File: config.mk
export PLATFORM = sky130hd
export DESIGN_NAME = ysyx_040729_idu_issue
export DESIGN_NICKNAME = d
export VERILOG_FILES = /design/src/rtl/ysyx_040729_idu_issue.sv
export SDC_FILE = /design/constraint.sdc
export NUM_CORES = 1
export LEC_CHECK = 0
export ABC_CLOCK_PERIOD_IN_PS = 4100
export CORE_AREA = 2 2 276 278
export CTS_CLUSTER_DIAMETER = 60
export DETAILED_ROUTE_END_ITERATION = 10
export DIE_AREA = 0 0 278 280
export PLACE_DENSITY = 0.49
export SLEW_MARGIN = 20
export SYNTH_ARGS = -nofsm -noshare
export SYNTH_HDL_FRONTEND = slang
export SYNTH_SLANG_ARGS = --single-unit
File: constraint.sdc
create_clock -name clock -period 4.1 [get_ports clock]
set_clock_uncertainty 0.2 [all_clocks]
set_input_delay 0.82 -clock clock [delete_from_list [all_inputs] [get_ports clock]]
set_output_delay 0.82 -clock clock [all_outputs]
set_load 0.05 [all_outputs]
File: src/rtl/ysyx_040729_idu_issue.sv
// Decode/issue stage: one-entry ID register, operand forwarding with
// load-use stall detection, and a registered ID/EX slot with valid/ready
// handshakes. A saturating counter records hazard stall cycles.

// Per-source operand selector: the youngest matching forwarding stage wins,
// otherwise the register file value is used. x0 is hard-wired to zero.
module ysyx_040729_idu_fwd_sel #(
   parameter int DATA_WIDTH = 64,
   parameter int REG_ADDR_W = 5,
   parameter int NUM_FWD    = 3
) (
   input  logic [REG_ADDR_W-1:0]         raddr_i,
   input  logic [DATA_WIDTH-1:0]         rf_data_i,
   input  logic [NUM_FWD-1:0]            fwd_valid_i,
   input  logic [NUM_FWD-1:0]            fwd_we_i,
   input  logic [NUM_FWD-1:0]            fwd_rdy_i,
   input  logic [NUM_FWD*REG_ADDR_W-1:0] fwd_waddr_i,
   input  logic [NUM_FWD*DATA_WIDTH-1:0] fwd_data_i,
   output logic [DATA_WIDTH-1:0]         data_o,
   output logic                          block_o
);
   logic hit;

   // Scan from youngest to oldest; the first hit decides value and readiness.
   always_comb begin
      data_o  = rf_data_i;
      block_o = 1'b0;
      hit     = 1'b0;
      if (raddr_i == '0) begin
         data_o = '0;
      end else begin
         for (int k = 0; k < NUM_FWD; k++) begin
            if (!hit && fwd_valid_i[k] && fwd_we_i[k] &&
                fwd_waddr_i[k*REG_ADDR_W +: REG_ADDR_W] == raddr_i) begin
               hit     = 1'b1;
               data_o  = fwd_data_i[k*DATA_WIDTH +: DATA_WIDTH];
               block_o = ~fwd_rdy_i[k];
            end
         end
      end
   end
endmodule

module ysyx_040729_idu_issue #(
   parameter int DATA_WIDTH = 64,
   parameter int ADDR_WIDTH = 64,
   parameter int INST_WIDTH = 32,
   parameter int REG_ADDR_W = 5,
   parameter int NUM_FWD    = 3,
   parameter int CNT_W      = 32
) (
   input  logic                          clock,
   input  logic                          reset,
   input  logic                          flush_i,
   input  logic                          if_valid_i,
   output logic                          if_ready_o,
   input  logic [INST_WIDTH-1:0]         if_inst_i,
   input  logic [ADDR_WIDTH-1:0]         if_pc_i,
   output logic [REG_ADDR_W-1:0]         rf_raddr1_o,
   output logic [REG_ADDR_W-1:0]         rf_raddr2_o,
   input  logic [DATA_WIDTH-1:0]         rf_rdata1_i,
   input  logic [DATA_WIDTH-1:0]         rf_rdata2_i,
   input  logic [NUM_FWD-1:0]            fwd_valid_i,
   input  logic [NUM_FWD-1:0]            fwd_we_i,
   input  logic [NUM_FWD*REG_ADDR_W-1:0] fwd_waddr_i,
   input  logic [NUM_FWD*DATA_WIDTH-1:0] fwd_data_i,
   input  logic [NUM_FWD-1:0]            fwd_rdy_i,
   output logic                          ex_valid_o,
   input  logic                          ex_ready_i,
   output logic [INST_WIDTH-1:0]         ex_inst_o,
   output logic [ADDR_WIDTH-1:0]         ex_pc_o,
   output logic [DATA_WIDTH-1:0]         ex_src1_o,
   output logic [DATA_WIDTH-1:0]         ex_src2_o,
   output logic                          hazard_o,
   output logic [CNT_W-1:0]              stall_cnt_o
);
   logic                  id_valid_q, id_valid_d;
   logic [INST_WIDTH-1:0] id_inst_q, id_inst_d;
   logic [ADDR_WIDTH-1:0] id_pc_q, id_pc_d;
   logic                  ex_valid_q, ex_valid_d;
   logic [INST_WIDTH-1:0] ex_inst_q, ex_inst_d;
   logic [ADDR_WIDTH-1:0] ex_pc_q, ex_pc_d;
   logic [DATA_WIDTH-1:0] ex_src1_q, ex_src1_d, ex_src2_q, ex_src2_d;
   logic [CNT_W-1:0]      stall_q, stall_d;

   logic [1:0][REG_ADDR_W-1:0] raddr;
   logic [1:0][DATA_WIDTH-1:0] rf_data, opnd;
   logic [1:0]                 blk;
   logic                       issue, accept;

   assign raddr[0]    = id_inst_q[19:15];
   assign raddr[1]    = id_inst_q[24:20];
   assign rf_data[0]  = rf_rdata1_i;
   assign rf_data[1]  = rf_rdata2_i;
   assign rf_raddr1_o = raddr[0];
   assign rf_raddr2_o = raddr[1];

   for (genvar s = 0; s < 2; s++) begin : g_src
      ysyx_040729_idu_fwd_sel #(
         .DATA_WIDTH (DATA_WIDTH),
         .REG_ADDR_W (REG_ADDR_W),
         .NUM_FWD    (NUM_FWD)
      ) u_sel (
         .raddr_i     (raddr[s]),
         .rf_data_i   (rf_data[s]),
         .fwd_valid_i (fwd_valid_i),
         .fwd_we_i    (fwd_we_i),
         .fwd_rdy_i   (fwd_rdy_i),
         .fwd_waddr_i (fwd_waddr_i),
         .fwd_data_i  (fwd_data_i),
         .data_o      (opnd[s]),
         .block_o     (blk[s])
      );
   end

   // Both rs fields are checked regardless of format, so some stalls are spurious.
   assign hazard_o   = id_valid_q & (blk[0] | blk[1]);
   assign issue      = id_valid_q & ~hazard_o & (~ex_valid_q | ex_ready_i) & ~flush_i;
   assign if_ready_o = ~flush_i & (~id_valid_q | issue);
   assign accept     = if_valid_i & if_ready_o;

   assign ex_valid_o  = ex_valid_q;
   assign ex_inst_o   = ex_inst_q;
   assign ex_pc_o     = ex_pc_q;
   assign ex_src1_o   = ex_src1_q;
   assign ex_src2_o   = ex_src2_q;
   assign stall_cnt_o = stall_q;

   // ID register: flush kills, accept replaces (even while issuing), issue empties.
   always_comb begin
      id_valid_d = id_valid_q;
      id_inst_d  = id_inst_q;
      id_pc_d    = id_pc_q;
      if (flush_i) begin
         id_valid_d = 1'b0;
      end else if (accept) begin
         id_valid_d = 1'b1;
         id_inst_d  = if_inst_i;
         id_pc_d    = if_pc_i;
      end else if (issue) begin
         id_valid_d = 1'b0;
      end
   end

   // ID/EX slot: data only moves on issue, so backpressure keeps it stable.
   always_comb begin
      ex_valid_d = ex_valid_q;
      ex_inst_d  = ex_inst_q;
      ex_pc_d    = ex_pc_q;
      ex_src1_d  = ex_src1_q;
      ex_src2_d  = ex_src2_q;
      if (flush_i) begin
         ex_valid_d = 1'b0;
      end else if (issue) begin
         ex_valid_d = 1'b1;
         ex_inst_d  = id_inst_q;
         ex_pc_d    = id_pc_q;
         ex_src1_d  = opnd[0];
         ex_src2_d  = opnd[1];
      end else if (ex_ready_i) begin
         ex_valid_d = 1'b0;
      end
   end

   // Hazard stall counter, saturating at all-ones.
   always_comb begin
      stall_d = stall_q;
      if (hazard_o && !flush_i && stall_q != {CNT_W{1'b1}})
         stall_d = stall_q + CNT_W'(1);
   end

   // State registers.
   always_ff @(posedge clock or negedge reset) begin
      if (!reset) begin
         id_valid_q <= 1'b0;
         id_inst_q  <= '0;
         id_pc_q    <= '0;
         ex_valid_q <= 1'b0;
         ex_inst_q  <= '0;
         ex_pc_q    <= '0;
         ex_src1_q  <= '0;
         ex_src2_q  <= '0;
         stall_q    <= '0;
      end else begin
         id_valid_q <= id_valid_d;
         id_inst_q  <= id_inst_d;
         id_pc_q    <= id_pc_d;
         ex_valid_q <= ex_valid_d;
         ex_inst_q  <= ex_inst_d;
         ex_pc_q    <= ex_pc_d;
         ex_src1_q  <= ex_src1_d;
         ex_src2_q  <= ex_src2_d;
         stall_q    <= stall_d;
      end
   end
endmodule

# == Word-level counts from Yosys, hierarchy flattened ==
# Index checks and enable logic that the tools add are counted.
# op_classes
n_addsub,1
eq_ne,7
muxes,30
bitwise_logic,16
n_reduce_logical,28
# ops
operator,n
64-bit 2-to-1 mux,8
"32-bit by 1-bit adder with 32-bit output, second input constant",1
"32-bit != test, second input constant",1
5-bit == test,6
1-bit 2-to-1 mux,22
1-bit logical AND,17
5-bit zero test,2
1-bit inverter,7
1-bit AND,6
3-bit nonzero test,2
1-bit zero test,5
2-bit AND reduction,2
1-bit bitwise OR,3
# totals
reg_bits,354
inputBits,445
out_inout_bits,269
wordCells,91

# == Longest topological paths before layout ==
# Gate-level depths: netlist of the first run.
# logic_depth
depth_word,27
ltp_mapped,10
depth_no_buf,7

# == Modules after synthesis ==
# From an unflattened synthesis of the first run, not the netlist that was laid out.
# hier_totals
hier_cells,1537
hier_area_um2,19052.0
# by_module_without_submodules
module,n_inst,cells_each,area_per_inst_um2
ysyx_040729_idu_issue,1,861,13731.9
ysyx_040729_idu_fwd_sel,2,338,2660.1

# == Least setup slack after synthesis of the first run ==
# No wires, ideal clock.
# synth_path
path_kind,input to output
startpoint,input port fwd_waddr_i[7]
endpoint,output port if_ready_o
t_arrival_ps,3157
t_required_ps,3080
slack_ps,-77
stages,8
path_cell_list,xor2_1 > nor3_1 > a211oi_1 > a221o_1 > a22oi_2 > clkbuf_1 > nand2b_1 > a21oi_1
# synth_between
elab_chain_len,18
elab_cells_between_ends,30
cone_classes,eq/ne (2); mux (10); bitwise (8); reduce/logical (10)
# synth_rtl
item,line_no,text
from (decl),65,"input logic [NUM_FWD*REG_ADDR_W-1:0] fwd_waddr_i,"
5-bit == test,34,fwd_waddr_i[k*REG_ADDR_W +: REG_ADDR_W] == raddr_i) begin
1-bit logical AND,33,if (!hit && fwd_valid_i[k] && fwd_we_i[k] &&
1-bit 2-to-1 mux,33,
1-bit 2-to-1 mux,29,if (raddr_i == '0) begin
1-bit zero test,33,
1-bit logical AND (3 in a row),33,
1-bit 2-to-1 mux,33,
1-bit 2-to-1 mux,29,
1-bit bitwise OR *,117,assign hazard_o = id_valid_q & (blk[0] | blk[1]);
1-bit AND *,117,
1-bit inverter *,118,assign issue = id_valid_q & ~hazard_o & (~ex_valid_q | ex_ready_i) & ~flush_i;
1-bit AND * (3 in a row),118,
1-bit bitwise OR *,119,assign if_ready_o = ~flush_i & (~id_valid_q | issue);
1-bit AND *,119,
to (decl),56,"output logic if_ready_o,"
# Every way passes the cells marked *; elsewhere a longest branch is shown, timed or not. The select of a mux whose other input is x is not followed.

# == Final worst setup path of the first run ==
# Same ends and word-level chain as after synthesis.

==> results.md, run 1 <==
- Die Y: approximately 280 um
- Worst reg2reg path endpoint: ex_src2_o[2]
- RR Startpoint: id_inst_q[21]
- Initial DRC count: approximately 970
- Clk root buf: clkbuf_16
- Top Ports: 714
- Crit path cell chain: clkdlybuf4s50_1 > xor2_1 > nor3_2 > a211oi_1 > a221o_1 > a22oi_2 > nand2b_1 > a21oi_2 > buf_12
- Vias: 16449
- Initial antenna violation count: 12
- Max-cap violation count: 0
- Worst-skew pair later-pin latency: between 0.5 and 0.6 ns
- Max Root-Sink Buffers: 3
- Max FO, Critical Path: 3
- WL final: about 80000 um
- # setup viols final: 0
- DIE AREA: 77840 um^2
- Drt pass-1 iters: 7
- Status: complete, no violations
- LEAKAGE: 0.01196 uW
- Final layout net count: roughly 2800
- Endpoint class of the critical path: output pin
- First-pass GRT wire length: roughly 120000 um
- Starting Density: 23.99%
- Post-CTS Setup Bufs: 0
- Required @ worst endpoint: 3.08 ns
- GR Overflow Total: 0
- WL per Instance: 23.60 um
- Net Switching: 7109 uW
- Clock power frac: 24.5%
- Setup TNS: 0 ns
- Ys Warns: 0
- Layout cell share with drive strength beyond 1: 14.65%
- Final ANT Viol Nets: 0
- Fmax: ~250 MHz
- Period Utilization, post-route: 97.28%
- Post-synth EDFFs: 0
- Slowest stage delay, CP: approximately 0.46 ns
- Worst slew pin tran: 0.8911 ns
- FF-to-FF path depth: 8
- Synth area leader: dfrtp_1
- Synthesis-stage register bit count: 354
- Synth top area share: 49.12%
- Core Box Area: roughly 75000 um^2
- Worst path bufs/invs: 2
- Sw Ratio: 41.69%
- Vias in the first global route: 17201
- Area contributors post-synth: dfrtp_1 49%, mux2_2 11%, mux2_1 9.1%
- Post-Syn Area per Cell: 10.81 um^2
- Register area share after synthesis: roughly half
- Number of cells on the critical path: 9
- Routability-driven placement congestion ratio: 0.9376
- WS Path Type: in -> out
- TritonCTS buffer count: 47
- Final setup margin: 0.1115 ns
- Pre-CTS setup slack: -0.006867 ns
- Flop pwr share: 30.3%
- Hold Buf Count CTS: 0
- Slew Viols, Final: 0
- CTS tree: yes
- Cell row count: 101
- Quantity of gates resized following cts: 1
- Synthesized cell area: 18030 um^2
- Worst ir drop on vdd: between 0.4 and 0.5 mV
- Combinational power share: 45.2%
- Mapped Nets: 2114
- Area growth syn-to-layout: 57.01%
- Vias/cell: just under 5
- Total number of H-tree levels: 2
- GRT Overall Usage: 19.87%
- Yosys cell types: 36
- RSZ-0062 raised after global routing: false
- Slowest CP cell: clkdlybuf4s50_1
- Final worst path period need: around 4.0 ns
- Pin count of the biggest net entering global routing: 80
- Cell family with most CP delay: compound AO/OA/AOI/OAI gates
- CP Launch Type: primary input
- Asr flop ratio synth: 100.0%
- Slew HR: between 40% and 50%
- Crit path DAT: 2.97 ns
- Clock-pin slew on the worst setup and hold paths: approximately 0.06 ns
- Pwr per Cell Area: 602.2 nW/um^2
- Port Buf Inserts: between 700 and 800
- Top_reg_cell synth: dfrtp_1
- Worst min-delay path class: in -> async
- Drc violations: 0
- Die width: 278 um
- Post-DP HPWL: 60120 um
- Fin. Hold Viols: 0
- Flop-to-flop setup slack: 0.76 ns
- Int Pwr: approximately 10000 uW
- Clk sinks: 354
- Syn Inst Count: roughly 1700
-- power groups by stage --
stage	Clock (uW)	Combinational, uW	Sequential (uW)
2_1_floorplan	0	1430	8240
3_3_place_gp	0	7720	5200
3_5_place_dp	0	7770	5220
4_1_cts	4320	7800	5180
5_1_grt	4460	7980	5330
6_report	4170	7710	5170
-- area by class of cell --
class,instances,area [um^2]
diodes,9,22.52
clock buffers,69,1359
clock inverters,17,229.0
fillers,7355,46880
inverters,3,11.26
multi-input cells,1155,8552
flip-flops and latches,354,8859
well taps,978,1224
repair buffers,791,8060
-- layout by cell type (no fill, tap or decap), types with 3 or more instances in the layout --
master / n
mux2_2: 176
a22o_1: 129
a21oi_1: 3
nand4_1: 17
xnor2_1: 21
diode_2: 9
a211oi_1: 3
dfrtp_1: 354
clkbuf_8: 10
nand2_2: 3
nor3_1: 24
nor3_2: 3
nor2_1: 142
or4_1: 3
clkbuf_16: 47
clkinv_2: 6
nand2b_1: 3
and3_1: 3
xor2_1: 40
and2_1: 3
bufinv_16: 4
mux2_1: 145
clkbuf_1: 12
inv_6: 3
inv_1: 3
a31oi_1: 128
buf_12: 27
buf_4: 53
nand3_1: 144
nand2_1: 134
nor4_1: 9
clkdlybuf4s50_1: 710
-- cell usage after synthesis (all sizes together), types with 3 or more instances --
| cell type | n |
|---|---|
| nor3 | 28 |
| dfrtp | 354 |
| buf | 54 |
| clkbuf | 102 |
| a21oi | 6 |
| and2 | 4 |
| a211oi | 3 |
| a31oi | 128 |
| mux2 | 321 |
| nand4 | 17 |
| xor2 | 40 |
| nor4 | 9 |
| and3 | 3 |
| nand2 | 137 |
| nand3 | 144 |
| nor2 | 142 |
| a22o | 129 |
| inv | 3 |
| xnor2 | 21 |
| nor3b | 3 |
| or4 | 3 |
| nand2b | 3 |
-- per-stage QoR --
step / std cells / cell area (um^2) / utilization [%] / hold slack [ns] / power (uW)
finish: 3376 / 28320 / 37.66 / 0.04297 / 17050
global route: 3376 / 28320 / 37.66 / 0.05998 / 17780
CTS: 3367 / 28280 / 37.61 / 0.03000 / 17300
detailed placement: 3281 / 26690 / 35.49 / 0.2727 / 12990
global placement: 3281 / 26690 / 35.49 / 0.2653 / 12920
floorplan: 1668 / 18040 / - / 0.2602 / 9671
-- routing by layer --
layer / track usage, % / vias up / routed length (um)
met4: 5.960 / 6 / 2235
met2: 35.59 / 631 / 40850
met3: 4.547 / 127 / 5340
met1: 23.60 / 8248 / 31200
met5: 0 / - / 33
li1: - / 7437 / -
-- how the worst max path moves through the flow --
stage / to / slack, ns / start
final: if_ready_o / 0.11 / fwd_waddr_i[7]
after global routing: if_ready_o / 0.007 / fwd_waddr_i[7]
after CTS: if_ready_o / 0.03 / fwd_we_i[1]
after detailed placement: ex_src2_o[2] / -0.007 / fwd_waddr_i[7]
after global placement: ex_inst_o[10] / 0.06 / fwd_we_i[1]
after floorplan: if_ready_o / 0.21 / fwd_waddr_i[7]
-- kinds of logic (layout without fill, tap and decap cells) --
family / Yosys count / count (layout) / share of synthesized area (%)
buffers and inverters: 159 / 880 / 4.031
AOI/OAI and AO/OA: 271 / 271 / 11.28
muxes: 321 / 321 / 20.04
and+or+nand+nor: 501 / 501 / 12.49
adders and majority gates: 1 / 1 / 0.06937
xor gates and xnor gates: 61 / 61 / 2.962
other: 0 / 9 / 0
DFF: 354 / 354 / 49.12
-- worst register-to-register path: cells and delay by family (launching register included) --
| family | cells | cell delay, ns |
|---|---|---|
| and+or+nand+nor | 3 | 1.22 |
| DFF | 1 | 0.56 |
| buffers and inverters | 2 | 0.47 |
| AOI/OAI and AO/OA | 2 | 0.41 |
| muxes | 1 | 0.35 |
-- flip-flops by register name (all words and copies together), names as in the netlist --
signal	flops
stall_cnt_o	32
id_inst_q	32
ex_src1_o	64
ex_valid_o	1
id_pc_q	64
ex_src2_o	64
ex_inst_o	32
ex_pc_o	64
id_valid_q	1
Power figures use the tool's default switching activity.
==> run 2, diff against run 1 <==
Settings changed: TNS_END_PERCENT set to 30.
==> results of run 2 <==
No change in the layout: final DEF, timing and power equal those of run 1.
==> run 3, diff against run 2 <==
Settings changed: RECOVER_POWER set to 25.
==> run 3 against run 2 <==
Effect of this change:
- routed wire length about the same
- worst hold slack better by 0.24 ns
- the run now ends with capacitance limit, slew limit left
- core utilization fell by 0.068 points
- fmax about the same
- via count rose by 0.14%
- sequential share of layout area up 0.057 points
- combinational power hardly changed
- critical path depth unchanged
- clock-buffer cell count unchanged
- die area did not move
- largest power group unchanged
- first-iteration DRC count rose by 1.2%
- clock power hardly changed
==> results.md, run 3 (synthesis results as in run 1) <==
- Status: complete, but fails checks
- Failing checks: capacitance limit, slew limit
- Port Buf Inserts: 713
- Hold Buf Count CTS: 0
- # setup viols final: 0
- Die width: 278 um
- Cell Area, Placed: 26690 um^2
- Worst path bufs/invs: 2
- Core Box Area: 75190 um^2
- Pin count of the biggest net entering global routing: 80
- Initial antenna violation count: 12
- Period Utilization, post-route: 97.23%
- Pwr per Cell Area: 603.0 nW/um^2
- Clock-pin slew on the worst setup and hold paths: 0.06 ns
- Crit path DAT: 2.97 ns
- Worst min-delay path class: reg -> reg
- Max-cap violation count: 3
- Most common cell after layout, fill and taps aside: clkdlybuf4s50_1
- Fin. Hold Viols: 0
- WS Path Type: in -> out
- Fmax: 250.8 MHz
- Slowest stage delay, CP: around 0.46 ns
- Clk sinks: 354
- Slowest CP cell: clkdlybuf4s50_1
- Die Y: 280 um
- GRT Overall Usage: just under 20%
- CP Launch Type: primary input
- Routability-driven placement congestion ratio: 0.9376
- GR Overflow Total: 0
- Worst ir drop on vdd: 0.4870 mV
- Vias/cell: 4.879
- Post-CTS Setup Bufs: 0
- RSZ-0062 raised after global routing: false
- Crit path cell chain: clkdlybuf4s50_1 > xor2_1 > nor3_2 > a211oi_1 > a221o_1 > a22oi_2 > nand2b_1 > a21oi_2 > buf_12
- DIE AREA: just under 80000 um^2
- Vias: 16472
- Reg area: 8859 um^2
- Post-DP HPWL: 60120 um
- WL final: 79670 um
- Required @ worst endpoint: 3.08 ns
- Final ANT Viol Nets: 0
- Post-layout util: 37.59%
- Drt pass-1 iters: 6
- Top Ports: 714
- Vias in the first global route: 17201
- Slew HR: -32.22%
- Cell row count: 101
- Final layout net count: 2798
- Layout cell share with drive strength beyond 1: 14.52%
- Starting Density: 23.99%
- Worst-skew pair later-pin latency: 0.57 ns
- Area growth syn-to-layout: 56.72%
- Max Root-Sink Buffers: 3
- Total number of H-tree levels: 2
- Cell family with most CP delay: compound AO/OA/AOI/OAI gates
- LEAKAGE: 0.01193 uW
- CTS tree: yes
- TritonCTS buffer count: 47
- Worst slew pin tran: approximately 2.0 ns
- Initial DRC count: 981
- Max FO, Critical Path: 3
- Drc violations: 0
- Final worst path period need: 3.987 ns
- Final Cell Area: approximately 28000 um^2
- WL per Instance: between 20 and 25 um
- Multi-input logic area: 8552 um^2
- First-pass GRT wire length: 116500 um
- Slew Viols, Final: roughly 200
- Clk root buf: clkbuf_16
- Endpoint class of the critical path: output pin
- Fillers: 7359
- Most frequent cells in the layout: 710 x clkdlybuf4s50_1, 354 x dfrtp_1, 176 x mux2_2
==> run 3: power by group <==
part	switching (uW)	internal, uW	total, uW
logic	4880	2820	7700
registers	615	4560	5170
clock network	1610	2560	4170
==> run 3: worst paths after layout <==
| kind | startpoint | to | slack, ns | cells after the start |
|---|---|---|---|---|
| min in group asynchronous | reset | id_pc_q[54] | 0.62 | 1 |
| worst min-delay path | id_pc_q[39] | ex_pc_o[39] | 0.28 | 1 |
| max in group asynchronous | reset | ex_src2_o[5] | 0.65 | 2 |
| worst max-delay path | fwd_waddr_i[7] | if_ready_o | 0.11 | 9 |
| worst max register to register | id_inst_q[21] | ex_src2_o[2] | 0.75 | 8 |
| worst min register to register | id_pc_q[39] | ex_pc_o[39] | 0.28 | 1 |
==> run 3: routing by layer <==
layer  global-route usage, %  up-vias  wire length [um]
li1                        -     7446                 -
met1                   23.60     8288             31220
met2                   35.59      612             40950
met3                   4.547      120              5296
met4                   5.960        6              2174
met5                       0        -                33
==> run 3: area by class of cell <==
cell class,instances,area share (%)
Sequential cell,354,31.34
Clock buffer,69,4.807
Tap cell,978,4.329
Clock inverter,17,0.8101
Inverter,3,0.03984
Antenna cell,9,0.07968
Timing Repair Buffer,791,28.34
Multi-Input combinational cell,1155,30.26
==> run 3: timing repair <==
item                                    CTS  global route
hold endpoints to repair                  0             0
endpoints found under the setup margin    1             1
resized for setup                         1             3
cloned                                    0             0
==> run 3: per-stage QoR <==
stage               total power [uW]  setup TNS [ns]  worst slack [ns]  cells  hold WS [ns]
floorplan                       9671               0            0.2065   1668        0.2602
global placement               12920               0           0.05700   3281        0.2653
detailed placement             12990       -0.006867         -0.006867   3281        0.2727
CTS                            17300               0           0.03125   3367       0.03000
global route                   17770               0          0.006857   3376        0.2967
finish                         17040               0            0.1134   3376        0.2788
